--- config.mk ---
export PLATFORM = sky130hd
export DESIGN_NAME = fetch_unit
export DESIGN_NICKNAME = d
export VERILOG_FILES = /design/src/rtl/fetch_unit.sv
export SDC_FILE = /design/constraint.sdc
export NUM_CORES = 1
export LEC_CHECK = 0
export CAP_MARGIN = 30
export CORE_ASPECT_RATIO = 1.1
export CORE_UTILIZATION = 40
export CTS_CLUSTER_DIAMETER = 30
export DETAILED_ROUTE_END_ITERATION = 12
export MAX_ROUTING_LAYER = met4
export PLACE_DENSITY = 0.74
export SLEW_MARGIN = 30
export SYNTH_ARGS = -nofsm -noshare
export SYNTH_HDL_FRONTEND = slang
export SYNTH_SLANG_ARGS = --single-unit
--- constraint.sdc ---
create_clock -name clk -period 2.1 [get_ports clk]
set_input_delay 0.42 -clock clk [delete_from_list [all_inputs] [get_ports clk]]
set_output_delay 0.42 -clock clk [all_outputs]
set_load 0.02 [all_outputs]
--- src/rtl/fetch_unit.sv ---
// Instruction fetch stage: owns the PC, runs the req/ack handshake with
// instruction memory and holds one fetched word for the decoder.
//
// state   | meaning
// --------+-----------------------------------------------------------
// S_IDLE  | out of reset, no request; next cycle starts fetching
// S_FETCH | request outstanding at pc, waiting for ack
// S_DRAIN | redirected mid-fetch; finish old transaction, then go to target
// S_HOLD  | output register holds a valid instruction for decode
module fetch_unit #(
    parameter int                ADDR_W   = 32,
    parameter logic [ADDR_W-1:0] RESET_PC = '0
) (
    input  logic              clk,
    input  logic              rst_n,
    output logic              imem_req,
    output logic [ADDR_W-1:0] imem_addr,
    input  logic              imem_ack,
    input  logic [31:0]       imem_rdata,
    output logic              ins_valid,
    input  logic              ins_ready,
    output logic [31:0]       ins,
    output logic [5:0]        ins_op,
    output logic [5:0]        func_code,
    output logic [ADDR_W-1:0] pc_out,
    output logic [ADDR_W-1:0] pc_plus4,
    input  logic              redirect,
    input  logic [ADDR_W-1:0] redirect_pc
);

    typedef enum logic [1:0] {
        S_IDLE  = 2'd0,
        S_FETCH = 2'd1,
        S_DRAIN = 2'd2,
        S_HOLD  = 2'd3
    } state_t;

    state_t            state;
    logic [ADDR_W-1:0] pc;
    logic [ADDR_W-1:0] target;
    logic [ADDR_W-1:0] redir_al;

    // Redirect targets are forced word-aligned; low bits are dropped by masking.
    assign redir_al  = redirect_pc & ~ADDR_W'(3);

    // While draining, pc still holds the old address, so the address bus
    // stays stable until the outstanding transaction is acked.
    assign imem_addr = pc;
    assign pc_plus4  = pc_out + ADDR_W'(4);
    assign ins_op    = ins[31:26];
    assign func_code = ins[5:0];

    // Fetch FSM with registered request/valid/instruction outputs.
    always_ff @(posedge clk or negedge rst_n) begin
        if (!rst_n) begin
            state     <= S_IDLE;
            pc        <= RESET_PC;
            target    <= '0;
            imem_req  <= 1'b0;
            ins_valid <= 1'b0;
            ins       <= '0;
            pc_out    <= '0;
        end else begin
            case (state)
                S_IDLE: begin
                    if (redirect) pc <= redir_al;
                    imem_req <= 1'b1;
                    state    <= S_FETCH;
                end
                S_FETCH: begin
                    if (imem_ack) begin
                        if (redirect) begin
                            // Stale word dropped; request re-issues at new pc.
                            pc <= redir_al;
                        end else begin
                            ins       <= imem_rdata;
                            pc_out    <= pc;
                            ins_valid <= 1'b1;
                            pc        <= pc + ADDR_W'(4);
                            imem_req  <= 1'b0;
                            state     <= S_HOLD;
                        end
                    end else if (redirect) begin
                        target <= redir_al;
                        state  <= S_DRAIN;
                    end
                end
                S_DRAIN: begin
                    if (imem_ack) begin
                        pc    <= redirect ? redir_al : target;
                        state <= S_FETCH;
                    end else if (redirect) begin
                        target <= redir_al;
                    end
                end
                S_HOLD: begin
                    if (redirect) begin
                        // Squash takes priority over consumption.
                        ins_valid <= 1'b0;
                        pc        <= redir_al;
                        imem_req  <= 1'b1;
                        state     <= S_FETCH;
                    end else if (ins_ready) begin
                        ins_valid <= 1'b0;
                        imem_req  <= 1'b1;
                        state     <= S_FETCH;
                    end
                end
                default: begin
                    imem_req  <= 1'b0;
                    ins_valid <= 1'b0;
                    state     <= S_IDLE;
                end
            endcase
        end
    end

endmodule

==> impl_results.md, run 1 <==
- Final Routed Wirelength: 23220 um
- Initial antenna violation count: 0
- Main area contributors after synthesis: dfrtp_1 46%, mux2_2 14%, o21ai_0 3.7%
- Period utilization: 117.6%
- Clk sinks: 132
- Relative max-transition margin: 66.71%
- Die W: 129.5 um
- Clk slew on worst S/H paths: 0.05 ns
- # nets final: 1103
- Number of port buffers: 208
- Fmax: 0.4049 GHz
- First-pass GRT wire length: 35230 um
- Layout cells sized above 1: 35.16%
- Drt via density: 5.507
- Leading area contributor after synthesis: dfrtp_1
- Number of synthesized flops with an enable pin: 0
- DR iter-0 viols: 526
- Area Overhead vs Synth: 58.94%
- Non-filler cells, final: 1275
- CTS tree: done
- Total gr overflow: 0
- Post-synthesis sequential area ratio: 46.17%
- Site Rows: 50
- Synth Warn #: 0
- Failing checks: setup timing
- Most frequent cells in the layout: 174 x clkdlybuf4s50_1, 164 x buf_4, 129 x dfrtp_1, 91 x mux2_2, 59 x nand2_1
- Crit start category: flip-flop
- Simple-gate portion of the synthesized area: 14.17%
- Slew Viols, Final: 0
- Critical path's slowest cell: dfrtp_1
- Clock skew: 0.008441 ns
- Synthesized area per cell: 10.19 sq um
- Worst path bufs/invs: 2
- Synth cell types: 57
- Initial core utilization: 41.43%
- GRT Overall Usage: 25.74%
- Synthesized instance count: 702
- Final min period: 2.470 ns
- LEAKAGE: 0.004993 uW
- Hold crit path type: reg2reg
- CP Data Required Time: 1.68 ns
- Max H-tree Level: 4
- Crit. End Element: primary output
- Die Area: 18430 sq um
- CTS buffer count: 17
- N_diodes: 0
- Async S/R FF share, synth: 100.0%
- Cell Pwr Density: 1682 nW/um^2
- CP cell instances: nand4_1 -> buf_4 -> nor3_4 -> and3_4 -> nand4_1 -> xnor2_2 -> buf_4
- Root buf cell: clkbuf_16
- Vias in the first global route: 6642
- FILL cells: 1379
- DRT Pass-1 Iters: 6
- PnR worst setup slack: -0.3696 ns
- Compound-Gate Fraction of Synth Area: 15.18%
- Crit path max fanout: 4
- Mapped Area: 7154 sq um
- Max_cap viols: 0
- Most common cell after layout, fill and taps aside: clkdlybuf4s50_1
- Drt wl/cell: 18.21 um
- Slew @ Worst Pin: 0.4993 ns
- Pwr Total: 19120 uW
- Crit path DAT: 2.05 ns
- Syn nets: 776
- Pin count of the biggest net entering global routing: 49
- Reg2Reg Setup Slack: 0.01 ns
- HPWL after DPL: 16970 um
- Final Hold Viols: 0
- Multiplexer share of the synthesized area: 15.02%
- Largest family of logic cells by synthesized area: compound AO/OA/AOI/OAI gates
- Xor-xnor portion of the synthesized cell area: 3.673%
- Crit Path Category: reg2out
- Die Y: 142.3 um
- Post-synth top area share: 46.17%
- Adder-cell area share of the yosys netlist: 0.8744%
- Max clock buf depth: 2
- Worst VDD drop: 760.5 uV
- Primary FF master, synth: dfrtp_1
- CP delay by family, top: simple AND/OR/NAND/NOR gates
- # DRC: 0
- Core area: 17270 sq um
- RSZ-0062 raised after global routing: true
- Register bit total from synthesis: 132
- Antenna Violating Nets Remaining: 0
- Global placer's final weighted congestion: 0.8601
- # IOs: 211
- Placed insts: 1219
- Clock Latency Late Sink: 0.42 ns
- Slowest stage delay, CP: 0.35 ns
- Setup-failing EPs final: 24
- Via count: 7022
- Status: finished, violations left
final cells by class:
| cell class | count | area [sq um] | share of cell area [%] |
|---|---|---|---|
| sequential | 132 | 3307 | 29.08 |
| clock buffer | 26 | 489.2 | 4.302 |
| timing repair buffer | 361 | 3288 | 28.92 |
| tap | 234 | 292.8 | 2.575 |
| clock inverter | 5 | 50.05 | 0.4401 |
| inverter | 23 | 86.33 | 0.7592 |
| multi-input combinational | 494 | 3857 | 33.92 |
flip-flops by register name, indices dropped and copies added, names as in the netlist:
| name | flops |
|---|---|
| ins | 32 |
| imem_req | 1 |
| imem_addr | 32 |
| ins_valid | 1 |
| target | 32 |
| pc_out | 32 |
| state | 2 |
cell families (layout without fill, tap and decap cells):
kind of cell,Yosys count,after routing
XOR/XNOR,30,30
multiplexers,96,96
flip-flops,132,132
AND/OR/NAND/NOR,201,202
AO/OA/AOI/OAI,161,161
adder cells (fa/ha/maj),5,5
buffers and inverters,77,415
worst register-to-register path, cell delays in order (launching register included):
cell	delay, ns
dfrtp_1	0.43
nand4_1	0.11
or4_4	0.59
or4_4	0.54
a211oi_2	0.23
a211o_2	0.13
what timing repair did:
action                                 CTS  global route
pin swaps                               23            32
hold buffers                             1             0
gates cloned                             1             0
endpoints found under the hold margin   45             0
setup buffers                            8            16
setup endpoints to repair               44            47
resized for setup                      161            48
synth_stat cells (all sizes together) (3+ instances only):
cell type	instances
a211oi	13
nand4	20
and4	4
mux2	91
o211ai	3
nor2	29
or4	6
buf	31
a21o	4
a31oi	4
nand3	19
dfrtp	132
mux2i	5
a311oi	3
a221oi	17
xor2	4
a21oi	25
o21ai	54
a221o	9
nor4	9
nand2	67
nor3	11
xnor2	26
ha	5
a22oi	3
o22ai	4
nor2b	10
a211o	5
a2bb2oi	3
inv	22
clkbuf	23
and3	15
a222oi	4
path summary, 6_finish.rpt:
path,cells after the start,to,startpoint
hold / removal,1,target[27],target[27]
min in group asynchronous,2,ins[10],rst_n
setup reg to reg,5,imem_addr[17],imem_addr[12]
hold reg to reg,1,target[27],target[27]
setup / recovery,7,pc_plus4[31],pc_out[14]
max in group asynchronous,3,imem_addr[3],rst_n
through the flow:
stage / utilization, % / setup TNS, ns / worst slack (ns) / hold WS, ns / area (sq um)
6_report: 65.86 / -5.976 / -0.3696 / 0.5021 / 11370
5_1_grt: 65.86 / -8.971 / -0.4883 / 0.5103 / 11370
4_1_cts: 64.12 / -5.481 / -0.4673 / 0.5042 / 11070
3_5_place_dp: 60.35 / -8.575 / -0.4019 / 0.4026 / 10420
3_3_place_gp: 60.35 / -7.237 / -0.3789 / 0.3986 / 10420
2_1_floorplan: - / -0.5450 / -0.07721 / 0.1244 / 7272
report_power, final:
part | internal [uW] | total, uW | switching, uW | leakage (uW)
Combinational | 5820 | 11700 | 5850 | 0.00313
Sequential | 3790 | 4690 | 901 | 0.00160
Clock | 1710 | 2760 | 1050 | 0.000268
layer usage:
layer | up-vias | wire, um | global-route usage [%]
met2 | 314 | 11620 | 42.05
met1 | 3412 | 9459 | 30.94
met3 | 47 | 1602 | 5.977
met4 | 0 | 538 | 9.425
li1 | 3249 | - | -
met5 | - | 0 | -
No activity file was read; power rests on OpenSTA's default activity.
==> inputs of run 2 (changes only) <==
--- a/config.mk
+++ b/config.mk
@@ -10,9 +10,9 @@
 export CORE_UTILIZATION = 40
 export CTS_CLUSTER_DIAMETER = 30
 export DETAILED_ROUTE_END_ITERATION = 12
-export MAX_ROUTING_LAYER = met4
 export PLACE_DENSITY = 0.74
 export SLEW_MARGIN = 30
 export SYNTH_ARGS = -nofsm -noshare
 export SYNTH_HDL_FRONTEND = slang
 export SYNTH_SLANG_ARGS = --single-unit
+export TNS_END_PERCENT = 1
==> impl_results.md, run 2 (synthesis gave the netlist of run 1 again) <==
- Switching Fraction: 40.67% (-0.15 points)
- Crit Path Category: reg2out
- N_diodes: 0 (unchanged)
- PnR worst setup slack: -0.2737 ns (+0.09588 ns)
- Storage element area: 3306 sq um (about the same)
- Hold crit path type: in2reg
- Status: finished, violations left
- Pin count of the biggest net entering global routing: 54 (+10%)
- Max H-tree Level: 4 (unchanged)
- Place WS: -0.3395 ns (+0.06238 ns)
- Final Hold Viols: 0 (unchanged)
- LEAKAGE: 0.004697 uW (-5.9%)
- Slew Viols, Final: 0 (unchanged)
- Clk slew on worst S/H paths: 0.06 ns (about the same)
- CP Data Required Time: 1.68 ns (about the same)
- Area occupied by multi-input gates: 3696 sq um (-4.2%)
- Core area: 17270 sq um (unchanged)
- Crit path max fanout: 7 (+3)
- Root buf cell: clkbuf_16
- RSZ-0062 raised after global routing: true
- Final Routed Wirelength: 22140 um (-4.7%)
- Sequential Power Share: 25.1% (+0.6 points)
- Post-route design area: 10980 sq um (-3.4%)
- Drt via density: 5.469 (-0.70%)
- Setup-failing EPs final: 22 (-8.3%)
- Crit start category: flip-flop
- Drt wl/cell: 17.71 um (-2.7%)
- CTS buffer count: 17 (unchanged)
- Layout cells sized above 1: 31.30% (-3.9 points)
- Slew @ Worst Pin: 0.5081 ns (+0.008751 ns)
- Vias in the first global route: 6592 (-0.75%)
- Failing checks: setup timing
- Total gr overflow: 0 (unchanged)
- DRT Pass-1 Iters: 5 (-1)
- Crit. End Element: primary output
- # nets final: 1078 (-2.3%)
- Crit path DAT: 1.95 ns (-0.10 ns)
- Die Y: 142.3 um (unchanged)
- Final min period: 2.374 ns (-0.09588 ns)
- Site Rows: 50 (unchanged)
- # DRC: 0 (unchanged)
- Worst Hold Path Cells: 3 (+2)
- Clk sinks: 132 (unchanged)
- Initial core utilization: 41.43% (unchanged)
- Comb pwr share: 60.3% (-0.7 points)
- Clock skew: 0.005613 ns (-0.002828 ns)
- Max_cap viols: 0 (unchanged)
- Clock Latency Late Sink: 0.42 ns (about the same)
- Area Overhead vs Synth: 53.46%
- Die W: 129.5 um (unchanged)
- Via count: 6836 (-2.6%)
- Global placer's final weighted congestion: 0.8463 (-1.6%)
- Die Area: 18430 sq um (unchanged)
- First-pass GRT wire length: 34880 um (-1.0%)
- Most frequent cells in the layout: 175 x clkdlybuf4s50_1, 141 x buf_4, 130 x dfrtp_1, 91 x mux2_2, 65 x nand2_1
- Number of port buffers: 208 (unchanged)
- Fmax: 0.4213 GHz (+4.0%)
- Most common cell after layout, fill and taps aside: clkdlybuf4s50_1
- R2R cell count: 7 (+2)
- GRT Overall Usage: 24.54% (-1.2 points)
- Clk pwr share: 14.7% (+0.3 points)
- Worst VDD drop: 956.2 uV (+26%)
- Cell Pwr Density: 1700 nW/um^2 (+1.1%)
- HPWL after DPL: 16570 um (-2.4%)
- FILL cells: 1450 (+5.1%)
- Relative max-transition margin: 66.13% (-0.58 points)
- DR iter-0 viols: 455 (-13%)
- Initial antenna violation count: 0 (unchanged)
- # IOs: 211 (unchanged)
- P_int: 11070 uW (-2.2%)
- Dpl cell area: 10380 sq um (-0.38%)
- Period utilization: 113.0% (-4.6 points)
- Antenna Violating Nets Remaining: 0 (unchanged)
- Max clock buf depth: 2 (unchanged)
- NetSw: 7590 uW (-2.8%)
- CTS tree: done
[run 2: cell count changes in the layout (fill, tap and decap cells not counted), moves of 4 or more]
| cell | delta |
|---|---|
| xnor2_2 | -6 |
| buf_4 | -23 |
| nand2_1 | +6 |
| a221oi_1 | +4 |
| a221oi_2 | -4 |
| xnor2_1 | +6 |
[run 2: repair_timing]
item | CTS | global route
hold buffers | 1 | 0
buffers inserted | 0 | 0
endpoints found under the hold margin | 49 | 0
setup endpoints to repair | 49 | 47
resized for setup | 129 | 20
pin swaps | 7 | 7
[run 2: per-stage QoR]
step / std cells / hold WS (ns) / power [uW] / utilization, % / setup TNS [ns]
finish: 1250 / 0.4469 / 18660 / 63.59 / -3.490
global route: 1250 / 0.4603 / 19770 / 63.59 / -6.399
detailed placement: 1218 / 0.4028 / 15840 / 60.12 / -8.759
CTS: 1250 / 0.4389 / 18610 / 63.20 / -4.046
global placement: 1218 / 0.3985 / 15600 / 60.12 / -7.512
floorplan: 702 / 0.1244 / 10520 / - / -0.7058
[run 2: worst paths after layout]
| check | startpoint | endpoint | slack, ns |
|---|---|---|---|
| max in group asynchronous | rst_n | imem_addr[3] | 0.93 |
| hold reg to reg | ins[7] | ins[7] | 0.50 |
| min in group asynchronous | rst_n | ins[11] | 0.53 |
| setup / recovery | pc_out[14] | pc_plus4[30] | -0.27 |
| hold / removal | redirect | imem_req | 0.45 |
| setup reg to reg | state[1] | imem_addr[22] | -0.06 |
[run 2: final cells by class]
cell class / count / share of cell area (%)
Sequential cell: 132 / 30.11
Inverter: 23 / 0.7863
Clock buffer: 26 / 4.456
Timing Repair Buffer: 337 / 27.86
Clock inverter: 5 / 0.4558
Tap cell: 234 / 2.667
Multi-Input combinational cell: 493 / 33.66
[run 2: metal layers]
layer / part of all wire, % / track usage (%)
met1: 41 / 30.23
met2: 50 / 41.45
met3: 7.1 / 4.662
met4: 2.8 / 11.20
met5: 0 / 0
[run 2: power groups by stage]
stage / combinational (uW) / sequential, uW / clock, uW
2_1_floorplan: 4590 / 5930 / 0
3_3_place_gp: 11000 / 4620 / 0
3_5_place_dp: 11200 / 4690 / 0
4_1_cts: 11200 / 4660 / 2780
5_1_grt: 12000 / 4840 / 2890
6_report: 11200 / 4680 / 2730
[run 2: worst max-delay path, stage by stage, from the launching register on]
cell     delay [ns]
dfrtp_1        0.34
nand4_1        0.13
buf_4          0.16
nor4_2         0.25
buf_4          0.19
nand4_1        0.14
xnor2_2        0.16
buf_4          0.16
==> variant, RTL diff (settings of run 2) <==
Set the parameter `ADDR_W` to 16 (it was 32).
--- a/src/rtl/fetch_unit.sv
+++ b/src/rtl/fetch_unit.sv
@@ -8,7 +8,7 @@
 // S_DRAIN | redirected mid-fetch; finish old transaction, then go to target
 // S_HOLD  | output register holds a valid instruction for decode
 module fetch_unit #(
-    parameter int                ADDR_W   = 32,
+    parameter int                ADDR_W   = 16,
     parameter logic [ADDR_W-1:0] RESET_PC = '0
 ) (
     input  logic              clk,
Interface: changed (resized imem_addr, pc_out, pc_plus4 and redirect_pc); port bits go from 211 to 147. The function was not compared with the original's and may differ.
==> variant against run 2 <==
- the run still ends with setup timing left
- final cell count down 43%
- cell area decreased by 42%
- setup slack gained 0.26 ns
- sequential cell count down 48
- power is 47% lower
- clock power fell by 47%
- area after synthesis shrank 41%
- wire length down 52%
- count of clock-buffer cells in the layout fell by 14
==> variant: results (changes against run 2) <==
| Metric | Value |
|---|---|
| Share of cells above drive strength 1 | `24.0% (was 31.3%)` |
| Syn_nets | `458 (was 776)` |
| Post-synthesis mux area share | `15.6% (was 15.0%)` |
| Fraction of area in multi-input gates | `30.3% (was 33.7%)` |
| Critical R2R Launch | `state[0]$_DFFE_PN0P_ (was state[1]$_DFFE_PN0P_)` |
| Rel. slew slack | `64.6% (was 66.1%)` |
| First-pass GRT wire length | `17400 um (was 34900 um)` |
| Synth Area in Compound Gates | `13.8% (was 15.2%)` |
| Non-CTS buffers | `190 (was 337)` |
| Post-synth cell types | `44 (was 57)` |
| Non-clock inverters | `17 (was 23)` |
| Global-route met2 utilization | `34.4% (was 41.5%)` |
| Syn_area_per_cell | `10.6 sq um (was 10.2 sq um)` |
| Final Skew | `0.00477 ns (was 0.00561 ns)` |
| GRT Resource Usage Total | `20.1% (was 24.5%)` |
| NonClk Buf Share | `28.3% (was 27.9%)` |
| Post-DP HPWL | `8000 um (was 16600 um)` |
| Hold slack | `0.0632 ns (was 0.447 ns)` |
| Final setup violating endpoints | `1 (was 22)` |
| GP Congestion | `0.843 (was 0.846)` |
| CP endpoint | `pc_plus4[15] (was pc_plus4[30])` |
| Final WS setup | `-0.0112 ns (was -0.274 ns)` |
| Worst min path class | `primary input to async pin (was primary input to flip-flop)` |
| M1 WL | `4520 um (was 8970 um)` |
| Port bufs | `144 (was 208)` |
| Place WS | `-0.119 ns (was -0.340 ns)` |
| Worst skew pair latency | `0.34 ns (was 0.42 ns)` |
| Top cells by area, synth | `dfrtp_1 49%, mux2_2 15%, o21ai_0 3.9% (was dfrtp_1 46%, mux2_2 14%, o21ai_0 3.7%)` |
| H-tree levels | `3 (was 4)` |
| Wire per inst | `14.8 um (was 17.7 um)` |
| Reg2reg setup slack | `0.19 ns (was -0.06 ns)` |
| Cts bufs inserted | `9 (was 17)` |
| Fin nets | `624 (was 1078)` |
| Drt pass-1 iters | `4 (was 5)` |
| Routed wl met3 | `507 um (was 1560 um)` |
| Sequential element share of the synthesized area | `49.4% (was 46.2%)` |
| Clkbuf count | `12 (was 26)` |
| Avg Vias per Cell | `5.12 (was 5.47)` |
| Status | `complete, but fails checks (unchanged)` |
| Placed cell count | `697 (was 1218)` |
| Violated checks | `setup timing (unchanged)` |
| ClkCell Share | `4.30% (was 4.91%)` |
| Post-synthesis adder-cell area fraction | `1.47% (was 0.874%)` |
| Initial DRC Count | `204 (was 455)` |
| Met2 WL post-DR | `5270 um (was 11000 um)` |
| FF/Latch Area | `0.00210 sq mm (was 0.00331 sq mm)` |
| M1 GR Usage | `24.7% (was 30.2%)` |
| Cts repair resizes | `20 (was 129)` |
| Leakage | `0.00273 uW (was 0.00470 uW)` |
| Peak supply drop | `565 uV (was 956 uV)` |
| Pin count of the biggest net entering global routing | `47 (was 54)` |
| DR vias | `3656 (was 6836)` |
| Fillers | `846 (was 1450)` |
| CTS Sinks | `84 (was 132)` |
| Met3 usage | `3.59% (was 4.66%)` |
[variant: cell count changes after synthesis, moves of 11 or more]
cell | run 2 | this run
dfrtp_1 | 132 | 84
mux2_2 | 91 | 58
nand2_1 | 67 | 40
o21ai_0 | 53 | 33
nand4_1 | 19 | 3
clkbuf_1 | 23 | 9
xnor2_1 | 26 | 12
a211oi_1 | 13 | 0
a221oi_1 | 17 | 4
a21oi_1 | 25 | 13
nor2_1 | 29 | 18
[variant: metrics by stage]
step / TNS (ns) / utilization [%] / total power [uW] / area (sq um)
3_3_place_gp: -0.250 / 58.6 / 8440 / 6070
5_1_grt: -0.387 / 61.1 / 10600 / 6320
3_5_place_dp: -0.475 / 58.6 / 8610 / 6070
4_1_cts: -0.894 / 61.2 / 10000 / 6330
2_1_floorplan: 0 / - / 6000 / 4250
6_report: -0.0112 / 61.1 / 9940 / 6320
[variant: power breakdown]
part	internal [uW]	leakage [uW]	switching [uW]
sequential	2370	0.00102	574
clock	829	0.000129	613
combinational	2820	0.00158	2740
